[src/rtl/xxd_pkg.sv]
// Shared definitions for the xxd reverse (hex-to-byte) decoder.
//   - ASCII character constants used by the classifier
//   - parser state enumeration
//   - hex_nibble(): maps an ASCII character to {is_hex, nibble}
package xxd_pkg;

  localparam logic [7:0] CH_COLON = 8'h3A;
  localparam logic [7:0] CH_SPACE = 8'h20;
  localparam logic [7:0] CH_TAB   = 8'h09;
  localparam logic [7:0] CH_LF    = 8'h0A;
  localparam logic [7:0] CH_CR    = 8'h0D;

  // Parser position within an xxd line. In plain mode ADDR and ASCII
  // behave exactly like HEX.
  typedef enum logic [1:0] {
    ADDR  = 2'd0,
    HEX   = 2'd1,
    LO    = 2'd2,
    ASCII = 2'd3
  } parse_state_t;

  // Returns {is_hex, nibble}; nibble is 4'h0 when the char is not a hex digit.
  function automatic logic [4:0] hex_nibble(input logic [7:0] ch);
    logic [7:0] diff;
    logic       valid;
    if (ch >= 8'h30 && ch <= 8'h39) begin
      diff  = ch - 8'h30;
      valid = 1'b1;
    end else if (ch >= 8'h41 && ch <= 8'h46) begin
      diff  = ch - 8'h37;
      valid = 1'b1;
    end else if (ch >= 8'h61 && ch <= 8'h66) begin
      diff  = ch - 8'h57;
      valid = 1'b1;
    end else begin
      diff  = 8'h00;
      valid = 1'b0;
    end
    return {valid, diff[3:0]};
  endfunction

endpackage

[src/rtl/xxd_byte_fifo.sv]
// Small byte FIFO holding decoded output bytes.
//   clk, rst_n   : clock, synchronous active-low reset
//   push, push_data : write one byte (caller guarantees not full)
//   pop          : remove head byte; ignored when empty
//   head         : byte at the head (undefined content when empty)
//   count        : number of stored bytes, 0..DEPTH
//   empty        : count == 0
module xxd_byte_fifo #(
  parameter int DEPTH = 4,
  localparam int AW = $clog2(DEPTH),
  localparam int CW = AW + 1
) (
  input  logic          clk,
  input  logic          rst_n,
  input  logic          push,
  input  logic [7:0]    push_data,
  input  logic          pop,
  output logic [7:0]    head,
  output logic [CW-1:0] count,
  output logic          empty
);

  logic [7:0]    mem_r [DEPTH];
  logic [AW-1:0] wr_ptr_r;
  logic [AW-1:0] rd_ptr_r;
  logic [CW-1:0] count_r;
  logic          pop_ok_s;

  assign empty    = (count_r == CW'(0));
  assign pop_ok_s = pop & ~empty;
  assign head     = mem_r[rd_ptr_r];
  assign count    = count_r;

  // Storage array; contents need no reset because count gates visibility.
  always_ff @(posedge clk) begin
    if (rst_n && push) begin
      mem_r[wr_ptr_r] <= push_data;
    end
  end

  // Pointers wrap naturally since DEPTH is a power of two.
  always_ff @(posedge clk) begin
    if (!rst_n) begin
      wr_ptr_r <= AW'(0);
      rd_ptr_r <= AW'(0);
      count_r  <= CW'(0);
    end else begin
      if (push) begin
        wr_ptr_r <= wr_ptr_r + AW'(1);
      end
      if (pop_ok_s) begin
        rd_ptr_r <= rd_ptr_r + AW'(1);
      end
      case ({push, pop_ok_s})
        2'b10:   count_r <= count_r + CW'(1);
        2'b01:   count_r <= count_r - CW'(1);
        default: count_r <= count_r;
      endcase
    end
  end

endmodule

[src/rtl/tt_um_xxd_reverse_theshteves.sv]
// Reverse hex dumper (xxd -r) for the xxd Tiny Tapeout tile.
// Parses ASCII characters in xxd line format or plain hex, packs digit
// pairs into bytes and queues them in a small output FIFO.
//   clk, rst_n : clock, synchronous active-low reset
//   ena        : power indicator (unused)
//   ui_in      : ASCII input character
//   uo_out     : FIFO head byte, 0x00 when empty
//   uio_in     : [0] in_valid, [1] plain_mode, [5] out_ready
//   uio_out    : [4] out_valid, [6] in_ready, [7] error (sticky)
//   uio_oe     : constant 8'b1101_0000
module tt_um_xxd_reverse_theshteves
  import xxd_pkg::*;
#(
  parameter int FIFO_DEPTH = 4
) (
  input  logic       clk,
  input  logic       rst_n,
  input  logic       ena,
  input  logic [7:0] ui_in,
  output logic [7:0] uo_out,
  input  logic [7:0] uio_in,
  output logic [7:0] uio_out,
  output logic [7:0] uio_oe
);

  localparam int CW = $clog2(FIFO_DEPTH) + 1;

  logic          in_valid_s;
  logic          plain_in_s;
  logic          out_ready_s;
  logic          in_ready_s;
  logic          accept_s;

  // One-entry char buffer and parser state
  logic [7:0]    char_r;
  logic          plain_r;
  logic          buf_valid_r;
  parse_state_t  state_r;
  parse_state_t  state_next_s;
  logic [3:0]    hi_r;
  logic [3:0]    hi_next_s;
  logic          prev_space_r;
  logic          prev_space_next_s;
  logic          error_r;
  logic          error_next_s;

  // Classifier outputs for the buffered char
  logic [4:0]    hex_s;
  logic          is_hex_s;
  logic          is_sp_s;
  logic          is_nl_s;
  logic          is_colon_s;

  logic          push_s;
  logic [7:0]    push_data_s;
  logic [7:0]    head_s;
  logic [CW-1:0] fifo_count_s;
  logic          fifo_empty_s;

  assign in_valid_s  = uio_in[0];
  assign plain_in_s  = uio_in[1];
  assign out_ready_s = uio_in[5];

  // Leaving room for two bytes means the char already in flight always
  // finds a free slot, so the FIFO can never overflow.
  assign in_ready_s = (fifo_count_s <= CW'(FIFO_DEPTH - 2));
  assign accept_s   = in_valid_s & in_ready_s;

  assign hex_s      = hex_nibble(char_r);
  assign is_hex_s   = hex_s[4];
  assign is_sp_s    = (char_r == CH_SPACE) || (char_r == CH_TAB) || (char_r == CH_CR);
  assign is_nl_s    = (char_r == CH_LF);
  assign is_colon_s = (char_r == CH_COLON);

  assign push_data_s = {hi_r, hex_s[3:0]};

  // Char buffer and parser registers.
  always_ff @(posedge clk) begin
    if (!rst_n) begin
      char_r       <= 8'h00;
      plain_r      <= 1'b0;
      buf_valid_r  <= 1'b0;
      state_r      <= ADDR;
      hi_r         <= 4'h0;
      prev_space_r <= 1'b0;
      error_r      <= 1'b0;
    end else begin
      if (accept_s) begin
        char_r  <= ui_in;
        plain_r <= plain_in_s;
      end
      buf_valid_r  <= accept_s;
      state_r      <= state_next_s;
      hi_r         <= hi_next_s;
      prev_space_r <= prev_space_next_s;
      error_r      <= error_next_s;
    end
  end

  // Parser next state: consumes the buffered char, if any.
  always_comb begin
    state_next_s      = state_r;
    hi_next_s         = hi_r;
    prev_space_next_s = prev_space_r;
    error_next_s      = error_r;
    push_s            = 1'b0;
    if (buf_valid_r) begin
      // prev_space only survives a single space seen in the HEX column
      prev_space_next_s = 1'b0;
      if (plain_r) begin
        case (state_r)
          LO: begin
            if (is_hex_s) begin
              push_s       = 1'b1;
              state_next_s = HEX;
            end else if (is_sp_s || is_nl_s) begin
              state_next_s = LO;
            end else begin
              error_next_s = 1'b1;
              state_next_s = HEX;
            end
          end
          default: begin
            if (is_hex_s) begin
              hi_next_s    = hex_s[3:0];
              state_next_s = LO;
            end else if (is_sp_s || is_nl_s) begin
              state_next_s = state_r;
            end else begin
              error_next_s = 1'b1;
            end
          end
        endcase
      end else begin
        case (state_r)
          ADDR: begin
            if (is_colon_s) begin
              state_next_s = HEX;
            end else begin
              state_next_s = ADDR;
            end
          end
          HEX: begin
            if (is_hex_s) begin
              hi_next_s    = hex_s[3:0];
              state_next_s = LO;
            end else if (is_sp_s) begin
              // Two consecutive spaces end the hex column
              if (prev_space_r) begin
                state_next_s = ASCII;
              end else begin
                prev_space_next_s = 1'b1;
              end
            end else if (is_nl_s) begin
              state_next_s = ADDR;
            end else begin
              error_next_s = 1'b1;
              state_next_s = ASCII;
            end
          end
          LO: begin
            if (is_hex_s) begin
              push_s       = 1'b1;
              state_next_s = HEX;
            end else if (is_nl_s) begin
              error_next_s = 1'b1;
              state_next_s = ADDR;
            end else begin
              error_next_s = 1'b1;
              state_next_s = ASCII;
            end
          end
          ASCII: begin
            if (is_nl_s) begin
              state_next_s = ADDR;
            end else begin
              state_next_s = ASCII;
            end
          end
          default: begin
            state_next_s = ADDR;
          end
        endcase
      end
    end else begin
      push_s = 1'b0;
    end
  end

  xxd_byte_fifo #(
    .DEPTH(FIFO_DEPTH)
  ) u_fifo (
    .clk       (clk),
    .rst_n     (rst_n),
    .push      (push_s),
    .push_data (push_data_s),
    .pop       (out_ready_s),
    .head      (head_s),
    .count     (fifo_count_s),
    .empty     (fifo_empty_s)
  );

  assign uo_out  = fifo_empty_s ? 8'h00 : head_s;
  assign uio_out = {error_r, in_ready_s, 1'b0, ~fifo_empty_s, 4'b0000};
  assign uio_oe  = 8'b1101_0000;

  logic unused_s;
  assign unused_s = &{1'b0, ena, uio_in[7:6], uio_in[4:2]};

endmodule

[config.mk]
export PLATFORM = sky130hd
export DESIGN_NAME = tt_um_xxd_reverse_theshteves
export DESIGN_NICKNAME = d
export VERILOG_FILES = /design/src/rtl/xxd_pkg.sv /design/src/rtl/xxd_byte_fifo.sv /design/src/rtl/tt_um_xxd_reverse_theshteves.sv
export SDC_FILE = /design/constraint.sdc
export NUM_CORES = 1
export LEC_CHECK = 0
export ABC_AREA = 1
export ABC_CLOCK_PERIOD_IN_PS = 3250
export CORE_MARGIN = 2
export CORE_UTILIZATION = 50
export CTS_CLUSTER_SIZE = 12
export DETAILED_ROUTE_END_ITERATION = 12
export GPL_ROUTABILITY_DRIVEN = 0
export PLACE_DENSITY = 0.75
export SLEW_MARGIN = 20
export SYNTH_ARGS = -nofsm -noshare
export SYNTH_HDL_FRONTEND = slang
export SYNTH_SLANG_ARGS = --single-unit
[constraint.sdc]
create_clock -name clk -period 3.25 [get_ports clk]
set_input_delay 0.65 -clock clk [delete_from_list [all_inputs] [get_ports clk]]
set_output_delay 0.65 -clock clk [all_outputs]
set_load 0.01 [all_outputs]
== Yosys cells after proc, flatten, opt, wreduce, memory -nomap -nowiden ==
Memory sizes are Yosys's and may differ from the RTL's. A register that Yosys moved wholly into a read port is not among the register bits.
Cells that the tools add are included.

* Memory bits (writable): 32
* Output and inout port bits: 24
* Register bits: 25
* ROM bits: 0
* Input port bits: 19
* Bits in latches: 0
* Memories: 1

{| class="wikitable"
|+ Memories
! memory !! depth !! bits a word !! read ports !! clocked after memory_dff !! write ports !! line !! RTL
|-
| u_fifo.mem_r || 4 || 8 || 1 || 1 || 1 || xxd_byte_fifo.sv:23 || <nowiki>logic [7:0] mem_r [DEPTH];</nowiki>
|}

* Divide/modulo/power cells: 0
* Equal/unequal tests: 19
* Shift operators: 0
* Bitwise logic cells: 3
* Reductions and logical operators: 15
* $lt $le $gt $ge: 7
* Muxes and demuxes: 44
* $add $sub $neg: 7
* $mul: 0

{| class="wikitable"
|+ Operators by type and width
! cell !! number
|-
| 4-bit two-way mux || 7
|-
| 8-bit by 4-bit equality test with 1-bit output (second input constant) || 3
|-
| 2-bit two-way mux || 12
|-
| 1-bit two-way mux || 21
|-
| 8-bit by 6-bit equality test with 1-bit output (second input constant) || 2
|-
| 8-bit by 7-bit >= comparator with 1-bit output (second input constant) || 2
|-
| 8-bit by 7-bit less-or-equal comparator with 1-bit output (second input constant) || 2
|-
| 2-bit != test (second input constant) || 5
|-
| 8-bit by 6-bit >= comparator with 1-bit output (second input constant) || 1
|-
| 8-bit by 6-bit less-or-equal comparator with 1-bit output (second input constant) || 1
|-
| 8-bit two-way mux || 1
|-
| 2-bit one-hot mux with 4 select lines || 1
|-
| 8-bit AND reduction || 1
|-
| 4-bit by 3-bit subtractor with 4-bit output (second input constant) || 2
|-
| 2-bit equality test (second input constant) || 3
|-
| 3-bit != test (second input constant) || 2
|-
| 3-bit one-hot mux with 2 select lines || 1
|-
| 3-bit AND reduction || 2
|-
| 5-bit != test (second input constant) || 1
|-
| 2-bit by 1-bit adder with 2-bit output (second input constant) || 2
|-
| 2-bit by 1-bit equality test with 1-bit output (second input constant) || 2
|-
| 1-bit logical AND || 4
|-
| 2-bit nonzero test || 2
|-
| 4-bit by 1-bit subtractor with 4-bit output (second input constant) || 1
|-
| 11 further kinds || 14
|}

== Logic depth before layout (Yosys ltp) ==
* Word-level depth: 11
* Depth in mapped cells: 14
* Mapped depth without buffers: 14

== Cells and area by module ==
A second synthesis with hierarchy kept.

* Cell total of the unflattened synthesis: 341
* Area total of the unflattened synthesis: 2946.6 sq um

{| class="wikitable"
|+ Modules (own cells, without submodules)
! module !! area an instance (sq um) !! instances !! cells an instance
|-
| xxd_byte_fifo || 1666.6 || 1 || 143
|-
| tt_um_xxd_reverse_theshteves || 1280.0 || 1 || 198
|}

== Worst setup path after synthesis ==
Ideal clock, no wire load.

* Path type: flip-flop to flip-flop
* From: register char_r[0]
* To: register u_fifo.count_r[2] (netlist: u_fifo.count[2])
* Arrival time: 2.107 ns
* Stages on the path, launching flop included: 15
* Buffers on the path: 0
* Required time: 3.128 ns
* Path slack: 1.021 ns
* Cell sequence: dfxtp_1 -> inv_1 -> ha_1 -> nand2_1 -> nand3_1 -> nand2_2 -> nand2_4 -> nand3_2 -> ha_1 -> inv_1 -> fa_1 -> a21oi_1 -> o21ai_0 -> o21ai_0 -> a21oi_1

* Cells in the longest elaborated chain, start to end: 10
* Elaborated cells on any way between the ends: 19
* Classes of those cells: 6 x order compare; 2 x eq/ne; 7 x mux; 4 x reduce/logical

{| class="wikitable"
|+ Ends and longest elaborated chain
! item !! line !! RTL
|-
| start, declared || tt_um_xxd_reverse_theshteves.sv:35 || <nowiki>logic [7:0] char_r;</nowiki>
|-
| start signal, assigned || tt_um_xxd_reverse_theshteves.sv:89 || <nowiki>char_r <= ui_in;</nowiki>
|-
| 8-bit by 7-bit >= comparator with 1-bit output / 8-bit by 7-bit less-or-equal comparator with 1-bit output (equally long branches) || xxd_pkg.sv:32 || <nowiki>end else if (ch >= 8'h61 && ch <= 8'h66) begin</nowiki>
|-
| 1-bit logical AND || xxd_pkg.sv:32 ||
|-
| 1-bit two-way mux || xxd_pkg.sv:32 ||
|-
| 1-bit two-way mux || xxd_pkg.sv:29 || <nowiki>end else if (ch >= 8'h41 && ch <= 8'h46) begin</nowiki>
|-
| 1-bit two-way mux (*) || xxd_pkg.sv:26 || <nowiki>if (ch >= 8'h30 && ch <= 8'h39) begin</nowiki>
|-
| 1-bit two-way mux (*) || tt_um_xxd_reverse_theshteves.sv:113, tt_um_xxd_reverse_theshteves.sv:162 ||
|-
| 1-bit two-way mux (*) || tt_um_xxd_reverse_theshteves.sv:111, tt_um_xxd_reverse_theshteves.sv:135 ||
|-
| 1-bit two-way mux (*) || tt_um_xxd_reverse_theshteves.sv:107 || <nowiki>if (buf_valid_r) begin</nowiki>
|-
| 2-bit by 1-bit equality test with 1-bit output / 2-bit equality test (equally long branches) || xxd_byte_fifo.sv:54 || <nowiki>case ({push, pop_ok_s})</nowiki>
|-
| 3-bit one-hot mux with 2 select lines / 2-bit nonzero test (equally long branches) || n/a ||
|-
| end signal, assigned || xxd_byte_fifo.sv:55 || <nowiki>2'b10: count_r <= count_r + CW'(1);</nowiki>
|-
| end signal, assigned || xxd_byte_fifo.sv:56 || <nowiki>2'b01: count_r <= count_r - CW'(1);</nowiki>
|-
| end signal, assigned || xxd_byte_fifo.sv:57 || <nowiki>default: count_r <= count_r;</nowiki>
|-
| end, declared || xxd_byte_fifo.sv:26 || <nowiki>logic [CW-1:0] count_r;</nowiki>
|}

Mark *: on every way between the ends. The rest lies on a longest branch, timed or not.
A chain may end at the register's enable or synchronous reset.

==> results by group <==
Setup path
  – Cell depth of the worst setup path: 4
  – Crit Path Class: reg2out
  – Register-to-register path setup slack: around 0.71 ns
  – Crit-path slowest cell: dfxtp_1
  – Crit start category: register
  – CP Buf/Inv Count: 2
  – Worst setup path end: uo_out[3]
  – Worst flop-to-flop path endpoint: u_fifo.count[2]
  – WP data required: 2.60 ns
  – Crit end category: primary output
  – Max stage delay on crit path: about 0.7 ns
  – Top delay family on crit path: buffers and inverters
  – Critical path data arrival time: between 2 and 2.5 ns
  – CP Cell Sequence: inv_2 > o21ai_0 > a21oi_1 > clkdlybuf4s50_1
  – Critical R2R Launch: char_r[0]
  – Worst-path fanout max: 17
  – Reg2reg path depth: 14

Status
  – Status: finished, final reports clean

STA
  – Maximum clock frequency: 0.364 GHz
  – Fin Setup TNS: 0 ns
  – Unrepaired setup endpoints after global routing: false
  – Slew headroom: a little under half
  – Final Setup Violations: 0
  – Least-Margin Pin Slew: 0.801 ns
  – Max-slew violations: 0
  – Fin. Hold Viols: 0
  – Clk_skew: 0.00793 ns
  – Minimum clock period: 2.74 ns
  – Tcrit/Tclk final: approximately 84%

Finish
  – Final #Nets: approximately 380
  – Ant. Diodes: 0
  – Fill count: 475
  – Design area: around 3300 µm²
  – Area delta synth->final: 15.6%
  – Ratio of cells with drive above 1 in the final layout: between 10% and 20%
  – Storage element area: approximately 1500 µm²
  – Multi-input gate area: 1090 µm²

Synthesis
  – Synth Register Bits: 59
  – Yosys warnings: 0
  – Post-synthesis mux area share: 0%
  – Largest family of logic cells by synthesized area: simple AND/OR/NAND/NOR gates
  – Syn avg cell area: between 8 and 9 µm²
  – Synth top area share: about a third
  – Complex-gate fraction of the synthesized area: a little over an eighth
  – Top_reg_cell synth: edfxtp_1
  – Top post-synthesis cells by count: nor2_1 (52), nand2_1 (36), a21oi_1 (35)
  – Simple-gate area share of the yosys netlist: a little under a fifth
  – Ys async rst share: 0%
  – Adder-cell share of the synthesized area: under 10%
  – Most numerous cell in the Yosys netlist: nor2_1
  – Xor and xnor area share after synthesis: 0%
  – Number of enable flip-flop cells after synthesis: 32
  – Top cells by area, synth: edfxtp_1 (34%), dfxtp_1 (19%), nor2_1 (6.9%)
  – Library cells used by synthesis: 27
  – Yosys top cell by area: edfxtp_1
  – Synthesized cell area: 2840 µm²
  – Part of the Yosys area used for sequential elements: 52.9%
  – Gate Count Post-Synth: approximately 320

GRT
  – Initial antenna violation count: 0
  – Pin count of the biggest net entering global routing: 20
  – Grt ovf: 0
  – Gr usage total: about 18%
  – Vias in the first global route: roughly 2000
  – First-pass GRT wire length: 8400 µm

Route
  – DRT Pass-1 Iters: 4
  – Via density: a little under 5
  – Vias: between 2000 and 2500
  – Antenna Nets Post-Route: 0
  – Routed len/inst: roughly 12 µm
  – DRC Markers: 0
  – Final WL: slightly above 5000 µm
  – Initial DRC count: roughly 110

Clock network
  – CTS root buffer: clkbuf_8
  – CTS hold repair buffers: 0
  – Clk pin slew, worst setup/hold paths: approximately 0.070 ns
  – Clk buf depth: 2
  – H-tree levels: 3
  – CTS tree: built
  – Post-cts sizing count: 0
  – Post-CTS setup repair buffer count: 0
  – CTS Sinks: between 50 and 60
  – Worst-Skew Late Latency: between 0.3 and 0.4 ns
  – Number of buffers created by CTS: 9

Min path
  – Worst Hold Launch: char_r[4]
  – Min-delay worst type: reg2reg

Flow run
  – Max cap viols: 0

Floorplanning
  – Core Area: around 5500 µm²
  – Starting density of the core: between 50% and 60%
  – Die extent in x: between 70 and 80 µm
  – Die height: slightly below 80 µm
  – Die area: about 6300 µm²
  – Row cnt: 27
  – # IOs: 43

Pwr
  – Max IR drop VDD: 0.346 mV
  – Power per standard cell area: approximately 500 nW/µm²
  – Lkg Pwr: 1.26 nW

Place
  – HPWL Detailed: between 3000 and 4000 µm
  – Cell Area, Placed: 3070 µm²
  – Buffers on Ports: 23
how the worst min path moves through the flow:
stage,endpoint,cells after the start
2_1_floorplan,error_r,2
3_3_place_gp,error_r,2
3_5_place_dp,char_r[4],2
4_1_cts,char_r[4],2
5_1_grt,char_r[7],2
6_report,char_r[4],2
layer usage:
layer  up-vias  wire length (µm)  global-route usage (%)
met5         -                 0                       0
met4         0               119                    9.66
met3        12               198                    4.20
met2        56              2590                    32.2
met1       949              2150                    19.0
li1       1083                 -                       -
tightest hold or removal path, stage by stage (launching register included):
cell,delay (ns)
dfxtp_1,0.32
inv_2,0.05
a21oi_1,0.05
layout by cell type (no fill, tap or decap), types with 2 or more instances in the layout:
| cell | instances |
|---|---|
| nor2_1 | 52 |
| nand2_1 | 36 |
| a21oi_1 | 35 |
| edfxtp_1 | 32 |
| o21ai_0 | 30 |
| inv_1 | 27 |
| dfxtp_1 | 27 |
| clkdlybuf4s50_1 | 23 |
| nand3_1 | 14 |
| conb_1 | 13 |
| inv_2 | 9 |
| ha_1 | 9 |
| clkbuf_8 | 9 |
| o21ai_1 | 6 |
| nor2_2 | 3 |
| nand3_2 | 3 |
| nand4_1 | 3 |
| nand2_2 | 2 |
| nor2_4 | 2 |
| a21oi_2 | 2 |
| bufinv_16 | 2 |
| clkinv_1 | 2 |
| buf_4 | 2 |
kinds of logic after synthesis:
| kind of cell | Yosys count |
|---|---|
| AO/OA/AOI/OAI | 73 |
| adder cells (fa/ha/maj) | 10 |
| buffers and inverters | 59 |
| flip-flops | 59 |
| other | 2 |
| AND/OR/NAND/NOR | 118 |
state kept, by name (all words and copies together) (netlist names), named ones only:
name and count:
buf_valid_r 1, hi_r 4, error_r 1, prev_space_r 1, char_r 8, state_r 2
u_fifo.mem_r 32, u_fifo.count 3, u_fifo.wr_ptr_r 2, plain_r 1, u_fifo.rd_ptr_r 2
per-stage QoR:
| step | cells | hold slack, ns | utilization, % | setup slack [ns] | power, W |
|---|---|---|---|---|---|
| 2_1_floorplan | 332 | 0.430 | - | 1.02 | 0.000908 |
| 3_3_place_gp | 407 | 0.444 | 55.8 | 0.826 | 0.000926 |
| 3_5_place_dp | 407 | 0.452 | 55.8 | 0.725 | 0.000929 |
| 4_1_cts | 423 | 0.462 | 59.6 | 0.456 | 0.00163 |
| 5_1_grt | 423 | 0.492 | 59.6 | 0.320 | 0.00167 |
| 6_report | 423 | 0.457 | 59.6 | 0.506 | 0.00162 |
final cells by class:
class,count,area share (%)
Clock inverter,6,2.44
Clock buffer,10,3.89
Multi-Input combinational cell,214,33.3
Tap cell,72,2.74
Inverter,37,4.38
Sequential cell,59,45.7
Timing Repair Buffer,25,7.47
report_power, final:
part	internal [W]	switching, W	total (W)
Combinational	0.0000409	0.0000682	0.000109
Clock	0.000425	0.000277	0.000702
Sequential	0.000793	0.0000116	0.000804
Total	0.00126	0.000357	0.00162
Power figures use the tool's default switching activity.
